File: src/rtl/clock_pkg.sv
// Shared constants and helpers for the clock's BCD time/date field counters.
// Pure declarations: no logic, no latency, no flow control.
package clock_pkg;

    localparam logic [7:0] SEC_MAX   = 8'h59;
    localparam logic [7:0] HOUR_MAX  = 8'h23;
    localparam logic [7:0] MONTH_MAX = 8'h12;
    localparam logic [7:0] DAY_MIN   = 8'h01;

    // Which button currently owns the hold/auto-repeat counter.
    typedef enum logic [1:0] {
        BTN_IDLE = 2'd0,
        BTN_UP   = 2'd1,
        BTN_DOWN = 2'd2
    } btn_state_t;

    function automatic logic bcd_digit_valid(input logic [3:0] digit);
        return digit <= 4'd9;
    endfunction

endpackage

File: src/rtl/bcd_step.sv
// Decimal +1 / -1 of a multi-digit BCD word; purely combinational, zero latency,
// no flow control. Wraps modulo 10^DIGITS; non-BCD input digits are treated as 9.
module bcd_step
    import clock_pkg::*;
#(
    parameter int DIGITS = 2
) (
    input  logic [4*DIGITS-1:0] value,
    input  logic                dir,
    output logic [4*DIGITS-1:0] result
);

    logic [3:0] digit;
    logic       ripple;

    always_comb begin
        result = '0;
        ripple = 1'b1;
        digit  = '0;
        for (int i = 0; i < DIGITS; i++) begin
            digit = bcd_digit_valid(value[4*i +: 4]) ? value[4*i +: 4] : 4'd9;
            if (!ripple) begin
                result[4*i +: 4] = digit;
            end else if (dir) begin
                if (digit == 4'd9) begin
                    result[4*i +: 4] = 4'd0;
                end else begin
                    result[4*i +: 4] = digit + 4'd1;
                    ripple           = 1'b0;
                end
            end else begin
                if (digit == 4'd0) begin
                    result[4*i +: 4] = 4'd9;
                end else begin
                    result[4*i +: 4] = digit - 4'd1;
                    ripple           = 1'b0;
                end
            end
        end
    end

endmodule

File: src/rtl/dem_bcd_mod.sv
// BCD modulo counter for one clock field with cascaded carry and button set mode.
// Value updates one cycle after enable/press; carry_out is combinational; no backpressure.
module dem_bcd_mod
    import clock_pkg::*;
#(
    parameter int                   DIGITS       = 2,
    parameter logic [4*DIGITS-1:0]  MIN_VAL      = '0,
    parameter logic [4*DIGITS-1:0]  MAX_VAL      = SEC_MAX,
    parameter bit                   USE_DYN_MAX  = 1'b0,
    parameter int                   HOLD_TICKS   = 2,
    parameter int                   REPEAT_TICKS = 1
) (
    input  logic                clk_1Hz,
    input  logic                rst_n,
    input  logic                cnt_en,
    input  logic                set_en,
    input  logic                btn_up,
    input  logic                btn_down,
    input  logic [4*DIGITS-1:0] max_val,
    output logic [4*DIGITS-1:0] value,
    output logic                carry_out
);

    localparam int W  = 4 * DIGITS;
    localparam int HW = $clog2(HOLD_TICKS + REPEAT_TICKS + 1);
    localparam logic [HW-1:0] HOLD_AT   = HW'(HOLD_TICKS);
    localparam logic [HW-1:0] REPEAT_AT = HW'(HOLD_TICKS + REPEAT_TICKS);

    logic [W-1:0]  eff_max;
    logic [W-1:0]  step_res;
    logic [W-1:0]  value_nxt;
    logic          step_dir;
    logic          at_max;
    logic          at_min;
    logic          over_max;
    logic          hist_up;
    logic          hist_dn;
    logic          up_press;
    logic          dn_press;
    logic          do_up;
    logic          do_dn;
    logic [HW-1:0] hold_cnt;
    logic [HW-1:0] hold_nxt;
    logic [HW-1:0] hold_inc;
    logic [HW-1:0] rpt_cnt;
    logic          rpt_step;
    btn_state_t    btn_state;
    btn_state_t    btn_state_nxt;

    // max_val is only consumed when USE_DYN_MAX is set.
    logic unused_max_bits;
    assign unused_max_bits = ^max_val;

    // Non-BCD digits of the limit saturate to 9 so a clamp can never load a bad digit.
    always_comb begin
        eff_max = USE_DYN_MAX ? max_val : MAX_VAL;
        for (int i = 0; i < DIGITS; i++) begin
            if (!bcd_digit_valid(eff_max[4*i +: 4])) begin
                eff_max[4*i +: 4] = 4'd9;
            end
        end
    end

    assign at_max    = (value == eff_max);
    assign at_min    = (value == MIN_VAL);
    assign over_max  = (value > eff_max);
    assign carry_out = cnt_en & ~set_en & at_max;

    assign up_press = hist_up & ~btn_up;
    assign dn_press = hist_dn & ~btn_down & btn_up;

    // Hold counter parks in [HOLD_AT, REPEAT_AT) once auto-repeat is running.
    assign hold_inc = hold_cnt + 1'b1;
    assign rpt_step = (hold_inc == HOLD_AT) || (hold_inc == REPEAT_AT);
    assign rpt_cnt  = (hold_inc == REPEAT_AT) ? HOLD_AT : hold_inc;

    always_comb begin
        btn_state_nxt = btn_state;
        hold_nxt      = hold_cnt;
        do_up         = 1'b0;
        do_dn         = 1'b0;
        if (!set_en) begin
            btn_state_nxt = BTN_IDLE;
            hold_nxt      = '0;
        end else if (up_press) begin
            btn_state_nxt = BTN_UP;
            hold_nxt      = '0;
            do_up         = 1'b1;
        end else if (dn_press) begin
            btn_state_nxt = BTN_DOWN;
            hold_nxt      = '0;
            do_dn         = 1'b1;
        end else begin
            case (btn_state)
                BTN_UP: begin
                    if (!btn_up) begin
                        hold_nxt = rpt_cnt;
                        do_up    = rpt_step;
                    end else begin
                        btn_state_nxt = BTN_IDLE;
                        hold_nxt      = '0;
                    end
                end
                BTN_DOWN: begin
                    if (!btn_down) begin
                        hold_nxt = rpt_cnt;
                        do_dn    = rpt_step;
                    end else begin
                        btn_state_nxt = BTN_IDLE;
                        hold_nxt      = '0;
                    end
                end
                default: begin
                    btn_state_nxt = BTN_IDLE;
                    hold_nxt      = '0;
                end
            endcase
        end
    end

    assign step_dir = ~do_dn;

    bcd_step #(
        .DIGITS (DIGITS)
    ) u_step (
        .value  (value),
        .dir    (step_dir),
        .result (step_res)
    );

    always_comb begin
        value_nxt = value;
        if (over_max) begin
            value_nxt = eff_max;
        end else if (do_up) begin
            value_nxt = at_max ? MIN_VAL : step_res;
        end else if (do_dn) begin
            value_nxt = at_min ? eff_max : step_res;
        end else if (!set_en && cnt_en) begin
            value_nxt = at_max ? MIN_VAL : step_res;
        end
    end

    always_ff @(posedge clk_1Hz or negedge rst_n) begin
        if (!rst_n) begin
            value     <= MIN_VAL;
            hist_up   <= 1'b1;
            hist_dn   <= 1'b1;
            hold_cnt  <= '0;
            btn_state <= BTN_IDLE;
        end else begin
            value     <= value_nxt;
            hist_up   <= btn_up;
            hist_dn   <= btn_down;
            hold_cnt  <= hold_nxt;
            btn_state <= btn_state_nxt;
        end
    end

endmodule

File: config.mk
export PLATFORM = sky130hd
export DESIGN_NAME = dem_bcd_mod
export DESIGN_NICKNAME = d
export VERILOG_FILES = /design/src/rtl/clock_pkg.sv /design/src/rtl/bcd_step.sv /design/src/rtl/dem_bcd_mod.sv
export SDC_FILE = /design/constraint.sdc
export NUM_CORES = 1
export LEC_CHECK = 0
export ABC_AREA = 0
export CAP_MARGIN = 20
export CORE_ASPECT_RATIO = 0.7
export CORE_MARGIN = 2
export CORE_UTILIZATION = 45
export CTS_CLUSTER_DIAMETER = 150
export CTS_CLUSTER_SIZE = 30
export DETAILED_ROUTE_END_ITERATION = 8
export PLACE_DENSITY_LB_ADDON = 0.08
export SKIP_CTS_REPAIR_TIMING = 1
export SLEW_MARGIN = 20
export SYNTH_ARGS = -nofsm -noshare
export SYNTH_HDL_FRONTEND = slang
export SYNTH_HIERARCHICAL = 1
export SYNTH_SLANG_ARGS = --single-unit
File: constraint.sdc
create_clock -name clk_1Hz -period 3.1 [get_ports clk_1Hz]
set_clock_uncertainty 0.1 [all_clocks]
set_input_delay 0.93 -clock clk_1Hz [delete_from_list [all_inputs] [get_ports clk_1Hz]]
set_output_delay 0.93 -clock clk_1Hz [all_outputs]
set_load 0.05 [all_outputs]
Yosys cells after proc, flatten, opt, wreduce, memory -nomap -nowiden
Index checks and enable logic that the tools add are counted.
Widths: inputs -> output; s select.
- flip-flop bits (word level): 14
- input port bits: 14
- word-level logic and storage cells: 79
- output and inout port bits: 9
- bitwise gates (word level): 8
- add/subtract/negate cells: 5
- equal/unequal tests: 9
- reductions and logical operators: 8
- muxes and demuxes: 41
- magnitude comparators: 3
- operator list (cell ; number):
    $mux 8 ; 6
    $mux 4 ; 9
    $mux 2 ; 11
    $mux 1 ; 13
    $ne 5x5->1 const B ; 2
    $add 4x1->4 const B ; 2
    $eq 4x4->1 const B ; 2
    $eq 8x7->1 const B ; 1
    $gt 8x7->1 const B ; 1
    $le 4x4->1 const B ; 2
    $logic_not 4->1 ; 2
    $logic_not 8->1 ; 1
    $pmux 2 s2 ; 2
    $sub 4x1->4 const B ; 2
    $eq 2x2->1 const B ; 3
    $and 1x1->1 ; 5
    $reduce_bool 4->1 ; 1
    $not 1->1 ; 3
    $add 2x1->2 const B ; 1
    $eq 2x1->1 const B ; 1
    $reduce_and 2->1 ; 1
    $logic_and 1x1->1 ; 1
    $logic_not 1->1 ; 1
    $logic_or 1x1->1 ; 1

Logic depth before layout (Yosys ltp)
Gate-level depths: netlist (run 1).
- depth in word-level cells: 15
- gate-level depth with buffers: 12
- mapped depth without buffers: 10

By module
The synthesis (run 1) kept the hierarchy.
- by module, submodules not included (module ; times used ; cells each ; sequential area each (um^2) ; area an instance (um^2)):
    dem_bcd_mod ; 1 ; 72 ; 352.8 ; 790.8
    bcd_step ; 1 ; 67 ; 0.0 ; 396.6

Worst setup path after synthesis (run 1)
No wires, ideal clock.
- kind: reg2out
- from: register value[7]
- to: output port carry_out
- required time: 2.070 ns
- cell stages (with the launch flop): 4
- buffers on the path: 0
- path slack: -0.361 ns
- data arrival time: 2.431 ns
- cell sequence: dfrtp_1 > nor4_2 > nand3_2 > nor3b_1
- cells in the longest elaborated chain, start to end: 2
- RTL lines (what ; RTL line ; RTL):
    start, declared ; dem_bcd_mod.sv:20 ; output logic [4*DIGITS-1:0] value,
    start signal, assigned ; dem_bcd_mod.sv:152 ; value <= value_nxt;
    $eq 8x7->1 ; dem_bcd_mod.sv:64 ; assign at_max = (value == eff_max);
    $and 1x1->1 ; dem_bcd_mod.sv:67 ; assign carry_out = cnt_en & ~set_en & at_max;
    end, declared ; dem_bcd_mod.sv:21 ; output logic carry_out
No other way between the ends.

Final worst setup path (run 1)
- from: input port set_en
- to: output port carry_out
- cells in the longest elaborated chain, start to end: 3
- RTL lines (what ; RTL line ; RTL):
    start, declared ; dem_bcd_mod.sv:16 ; input logic set_en,
    $not 1->1 ; dem_bcd_mod.sv:67 ;
    $and 1x1->1 (2 in a row) ; dem_bcd_mod.sv:67 ;
No other way between the ends.

==> results of run 1 <==
-- metrics by stage --
stage	setup WS, ps	setup TNS [ps]	util (%)	cell area, um2
floorplan	121.6	0	-	1192
global placement	-150.7	-487.2	58.64	1453
detailed placement	-193.8	-653.9	58.64	1453
CTS	84.97	0	60.30	1494
global route	14.89	0	60.66	1503
finish	126.5	0	60.66	1503
-- metal layers --
metal  part of all wire (%)  global-route usage [%]
met5                      0                       0
met4                      0                   1.667
met3                    3.8                   5.276
met2                     44                   34.90
met1                     52                   30.18
-- layout by cell type, fill, tap and decap left out, types with 4 or more instances in the layout --
| cell type | count |
|---|---|
| a32oi_1 | 4 |
| and2_1 | 4 |
| buf_4 | 15 |
| clkdlybuf4s50_1 | 12 |
| dfrtp_1 | 12 |
| inv_1 | 11 |
| nand2_1 | 7 |
| nand2b_1 | 5 |
| nand3_1 | 4 |
| nor2_1 | 11 |
| nor2b_1 | 5 |
| nor3_1 | 4 |
| o21ai_0 | 7 |
| or3_1 | 5 |
-- worst reg2reg max path, delay by kind of cell (launching register included) --
family	cells	cell delay [ps]
fa+ha+maj	1	350
simple gates	4	1030
mux	1	280
compound gates	2	200
buf+inv	1	50
flops	1	330
-- cells by family (layout without fill, tap and decap cells) --
kind of cell | Yosys count | count (layout) | synth area share (%)
compound gates | 32 | 32 | 20.34
xor+xnor | 3 | 3 | 2.213
mux | 3 | 3 | 3.372
simple gates | 65 | 65 | 33.93
buf+inv | 19 | 43 | 7.271
fa+ha+maj | 3 | 3 | 3.162
flops | 14 | 14 | 29.72
-- flip-flops by register name, indices dropped and copies added (netlist names) --
name       count
hold_cnt       2
value          8
hist_dn        1
btn_state      2
hist_up        1
-- power by group --
group          switching (W)  internal (W)  total, W
Sequential         0.0000981      0.000223  0.000322
Combinational       0.000424      0.000313  0.000737
Clock              0.0000567     0.0000856  0.000142
Total               0.000578      0.000622   0.00120
-- worst max-delay path by stage --
stage | endpoint | slack [ps] | cells after the start
2_1_floorplan | carry_out | 120 | 3
3_3_place_gp | value[6] | -150 | 9
3_5_place_dp | value[6] | -190 | 9
4_1_cts | value[6] | 80 | 9
5_1_grt | value[6] | 10 | 9
6_report | carry_out | 130 | 4
-- layout make-up --
cell class | count | area share, %
Sequential cell | 14 | 23.48
Timing Repair Buffer | 29 | 17.65
Inverter | 11 | 2.748
Tap cell | 34 | 2.831
Clock buffer | 3 | 2.748
Multi-Input combinational cell | 106 | 50.54
==> summary.md, run 1 <==
| Metric | Value |
|---|---|
| Reg2reg path depth | 9 |
| Tot Pwr | 0.001201 W |
| Count leader, synth | dfrtp_1 |
| Final hold vios | 0 |
| Clk_lat worst skew | 240 ps |
| Worst vdd ir | 0.0005084 V |
| Yosys warns | 6 |
| Mapped Area | 1187 um2 |
| GR Overflow Total | 0 |
| Async S/R FF share, synth | 100.0% |
| CTS root buf | clkbuf_8 |
| Area share of the largest cell type after synthesis | 25.29% |
| CP max-delay cell | clkdlybuf4s50_1 |
| Worst-path clk slew | 50 ps |
| Reg2Reg Capture Point | value[7] |
| PD cells | 798.9 nW/um2 |
| H-tree depth | 1 |
| Bufs on Longest Clock Path | 2 |
| Setup violations, final | 0 |
| Core Area | 2477 um2 |
| Multi-input gate area | 759.5 um2 |
| Synth Instances | 139 |
| Static leakage power | 0.6159 nW |
| Seq/Total Area, Yosys | 29.72% |
| CP Launch Type | input pin |
| RePlAce Congestion | 0.9447 |
| Min-delay src | btn_state[0] |
| Final Max Slew Viols | 0 |
| Syn nets | 156 |
| Status | complete, no violations |
| Top FF cell, synth | dfrtp_1 |
| Max transition margin | 54.93% |
| CP Cell Sequence | clkdlybuf4s50_1 -> buf_4 -> nor3b_2 -> buf_12 |
| R2r setup slk | 650 ps |
| Largest net degree at the start of global routing | 15 |
| Max-Cap Viols | 0 |
| Final worst path period share | 95.92% |
| Finished Layout Cells | 197 |
| Antenna diode count | 0 |
| Chip width | 65.40 um |
| First-pass GRT wire length | 4823 um |
| Via count | 1,152 |
| Die H | 46.98 um |
| First-pass DRT Iterations | 4 |
| Die area | 3072 um2 |
| Worst r2r src | hold_cnt[0] |
| Sink Count | 14 |
| Placed Cells | 194 |
| Fillers | 234 |
| Post-route ant nets | 0 |
| Start point of the critical path | set_en |
| DR iter-0 viols | 92 |
| Top Ports | 23 |
| Slew @ Worst Pin | 674.0 ps |
| Crit path required time | 2070 ps |
| CP max stage delay | 430 ps |
| Vias in the first global route | 1,031 |
| Remaining DRCs | 0 |
| Seq. cell area | 352.8 um2 |
| Crit Path Max Fanout | 7 |
| Hold endpoint | btn_state[0] |
| CTS tree | yes |
| WL/cell | 14.78 um |
| Minimum clock period | 2973 ps |
| Num CTS Buffers | 3 |
| Worst hold path class | reg2reg |
| Delay-heaviest family, CP | buffers and inverters |
| Crit path DAT | 1940 ps |
| Post-synth top cells | dfrtp_1, inv_1, nor2_1, nand2_1, o21ai_0 |
| I/O Buffers | 14 |
| RSZ-0062 raised after global routing | no |
| Main area contributors after synthesis | dfrtp_1, dfstp_2, inv_1 |
| Hold Path Stages | 2 |
| FP Rows | 15 |
| Buf+Inv Stages, Crit Path | 3 |
| Hpwl dp | 2262 um |
| Nets | 182 |
| Area grow syn2layout | 26.55% |
| Via density | 5.848 |
| Initial core utilization | 47.93% |
| Synth area leader | dfrtp_1 |
| Crit path kind | in2out |
| Initial antenna violation count | 0 |
| Achievable frequency | 336.3 MHz |
| Synth cell types | 52 |
| Crit. End Element | output port |
| Hold Slack | 495.2 ps |
| Final wirelength | 2911 um |
| Average size of a mapped cell | 8.542 um2 |
| #FFs+latches synth | 14 |
| Total Routing Usage GR | 21.25% |
| Share of layout cells above drive strength 1 | 19.63% |
| Post-synth EDFFs | 0 |
Note: power is estimated with default switching activity, not from simulation.
==> run 2, diff against run 1 <==
- SETUP_SLACK_MARGIN: default -> 0.1
==> summary.md, run 2 (synthesized netlist as in run 1, its figures left out) <==
| Metric | Value |
|---|---|
| Status | complete, no violations |
| RePlAce Congestion | 0.9447 |
| Final wirelength | 2921 um |
| Most frequent cells in the layout | buf_4, dfrtp_1, clkdlybuf4s50_1 |
| Initial antenna violation count | 0 |
| Via count | 1,146 |
| Nets | 182 |
| Min-delay src | btn_state[0] |
| Crit path required time | 2070 ps |
| First-pass DRT Iterations | 4 |
| CP max-delay cell | clkdlybuf4s50_1 |
| Core Area | 2477 um2 |
| WL/cell | 14.83 um |
| DR iter-0 viols | 79 |
| CTS tree | yes |
| PD cells | 795.2 nW/um2 |
| Hold endpoint | btn_state[0] |
| Via density | 5.817 |
| Worst r2r src | hold_cnt[0] |
| Max-Cap Viols | 0 |
| Final hold vios | 0 |
| Setup violations, final | 0 |
| Crit path kind | in2out |
| Final Max Slew Viols | 0 |
| R2r setup slk | 690 ps |
| Minimum clock period | 2950 ps |
| CP max stage delay | 430 ps |
| CTS root buf | clkbuf_8 |
| Crit path DAT | 1920 ps |
| Crit Path Max Fanout | 7 |
| RSZ-0062 raised after global routing | yes |
| CP Launch Type | input pin |
| Slew @ Worst Pin | 666.7 ps |
| Bufs on Longest Clock Path | 2 |
| Sink Count | 14 |
| Max transition margin | 55.41% |
| Final worst path period share | 95.16% |
| Worst hold path class | reg2reg |
| Vias in the first global route | 1,031 |
| Fin worst setup slack | 150.1 ps |
| Antenna diode count | 0 |
| Largest net degree at the start of global routing | 15 |
| Achievable frequency | 339.0 MHz |
| Worst vdd ir | 0.0005161 V |
| Die area | 3072 um2 |
| Largest regs | value: 8 flops, btn_state: 2 flops, hold_cnt: 2 flops |
| Top Ports | 23 |
| Die H | 46.98 um |
| GR Overflow Total | 0 |
| Post-route ant nets | 0 |
| Initial core utilization | 47.93% |
| First-pass GRT wire length | 4823 um |
| Remaining DRCs | 0 |
| Reg with most FFs | value |
| Hpwl dp | 2262 um |
| Fillers | 232 |
| Crit. End Element | output port |
| Static leakage power | 0.6238 nW |
| Fin Setup TNS | 0 ps |
| Num CTS Buffers | 3 |
| Share of layout cells above drive strength 1 | 20.25% |
| Reg2reg path depth | 9 |
| Clk_lat worst skew | 240 ps |
| Area grow syn2layout | 28.24% |
| Most common cell after layout, fill and taps aside | buf_4 |
| H-tree depth | 1 |
| I/O Buffers | 14 |
| Total Routing Usage GR | 21.25% |
| FP Rows | 15 |
| Worst-path clk slew | 50 ps |
| Largest register FFs | 8 |
| Hold Path Stages | 2 |
| DP Worst Slack | -193.8 ps |
| Reg2Reg Capture Point | value[7] |
| CP Cell Sequence | clkdlybuf4s50_1 -> buf_4 -> nor3b_4 -> buf_12 |
| Chip width | 65.40 um |
| Tot Pwr | 0.001211 W |
run 2: worst max-delay path, delay by kind of cell:
family | cells | cell delay (ps)
buf+inv | 3 | 770
simple gates | 1 | 210
run 2: how the worst max path moves through the flow:
stage / startpoint / slack [ps] / endpoint / depth (start not counted)
after floorplan: value[7] / 120 / carry_out / 3
after global placement: btn_up / -150 / value[6] / 9
after detailed placement: btn_up / -190 / value[6] / 9
after CTS: btn_up / 80 / value[6] / 9
after global routing: btn_down / 80 / value[6] / 9
final: set_en / 150 / carry_out / 4
run 2: layout make-up:
class                      count  area [um2]  share of cell area, %
clock buffer                   3       41.29                  2.712
inverter                      11       41.29                  2.712
multi-input combinational    106       779.5                  51.19
sequential                    14       352.8                  23.17
tap                           34       42.54                  2.794
timing repair buffer          29       265.3                  17.42
run 2: through the flow:
| stage | utilization [%] | area, um2 | hold slack (ps) | cells |
|---|---|---|---|---|
| 4_1_cts | 60.30 | 1494 | 497.5 | 197 |
| 5_1_grt | 61.46 | 1523 | 551.1 | 197 |
| 3_5_place_dp | 58.64 | 1453 | 481.4 | 194 |
| 3_3_place_gp | 58.64 | 1453 | 460.7 | 194 |
| 2_1_floorplan | - | 1192 | 434.4 | 139 |
| 6_report | 61.46 | 1523 | 496.1 | 197 |
run 2: report_power, final:
| group | total (W) | internal (W) | switching, W |
|---|---|---|---|
| sequential | 0.000323 | 0.000223 | 0.0000994 |
| combinational | 0.000744 | 0.000315 | 0.000429 |
| clock | 0.000144 | 0.0000858 | 0.0000584 |
run 2: per-layer routing:
layer,GRT usage [%],up-vias,share of wire (%)
li1,-,567,-
met1,30.18,557,51
met2,34.90,22,45
met3,5.276,0,4.0
met4,1.667,0,0
met5,0,-,0
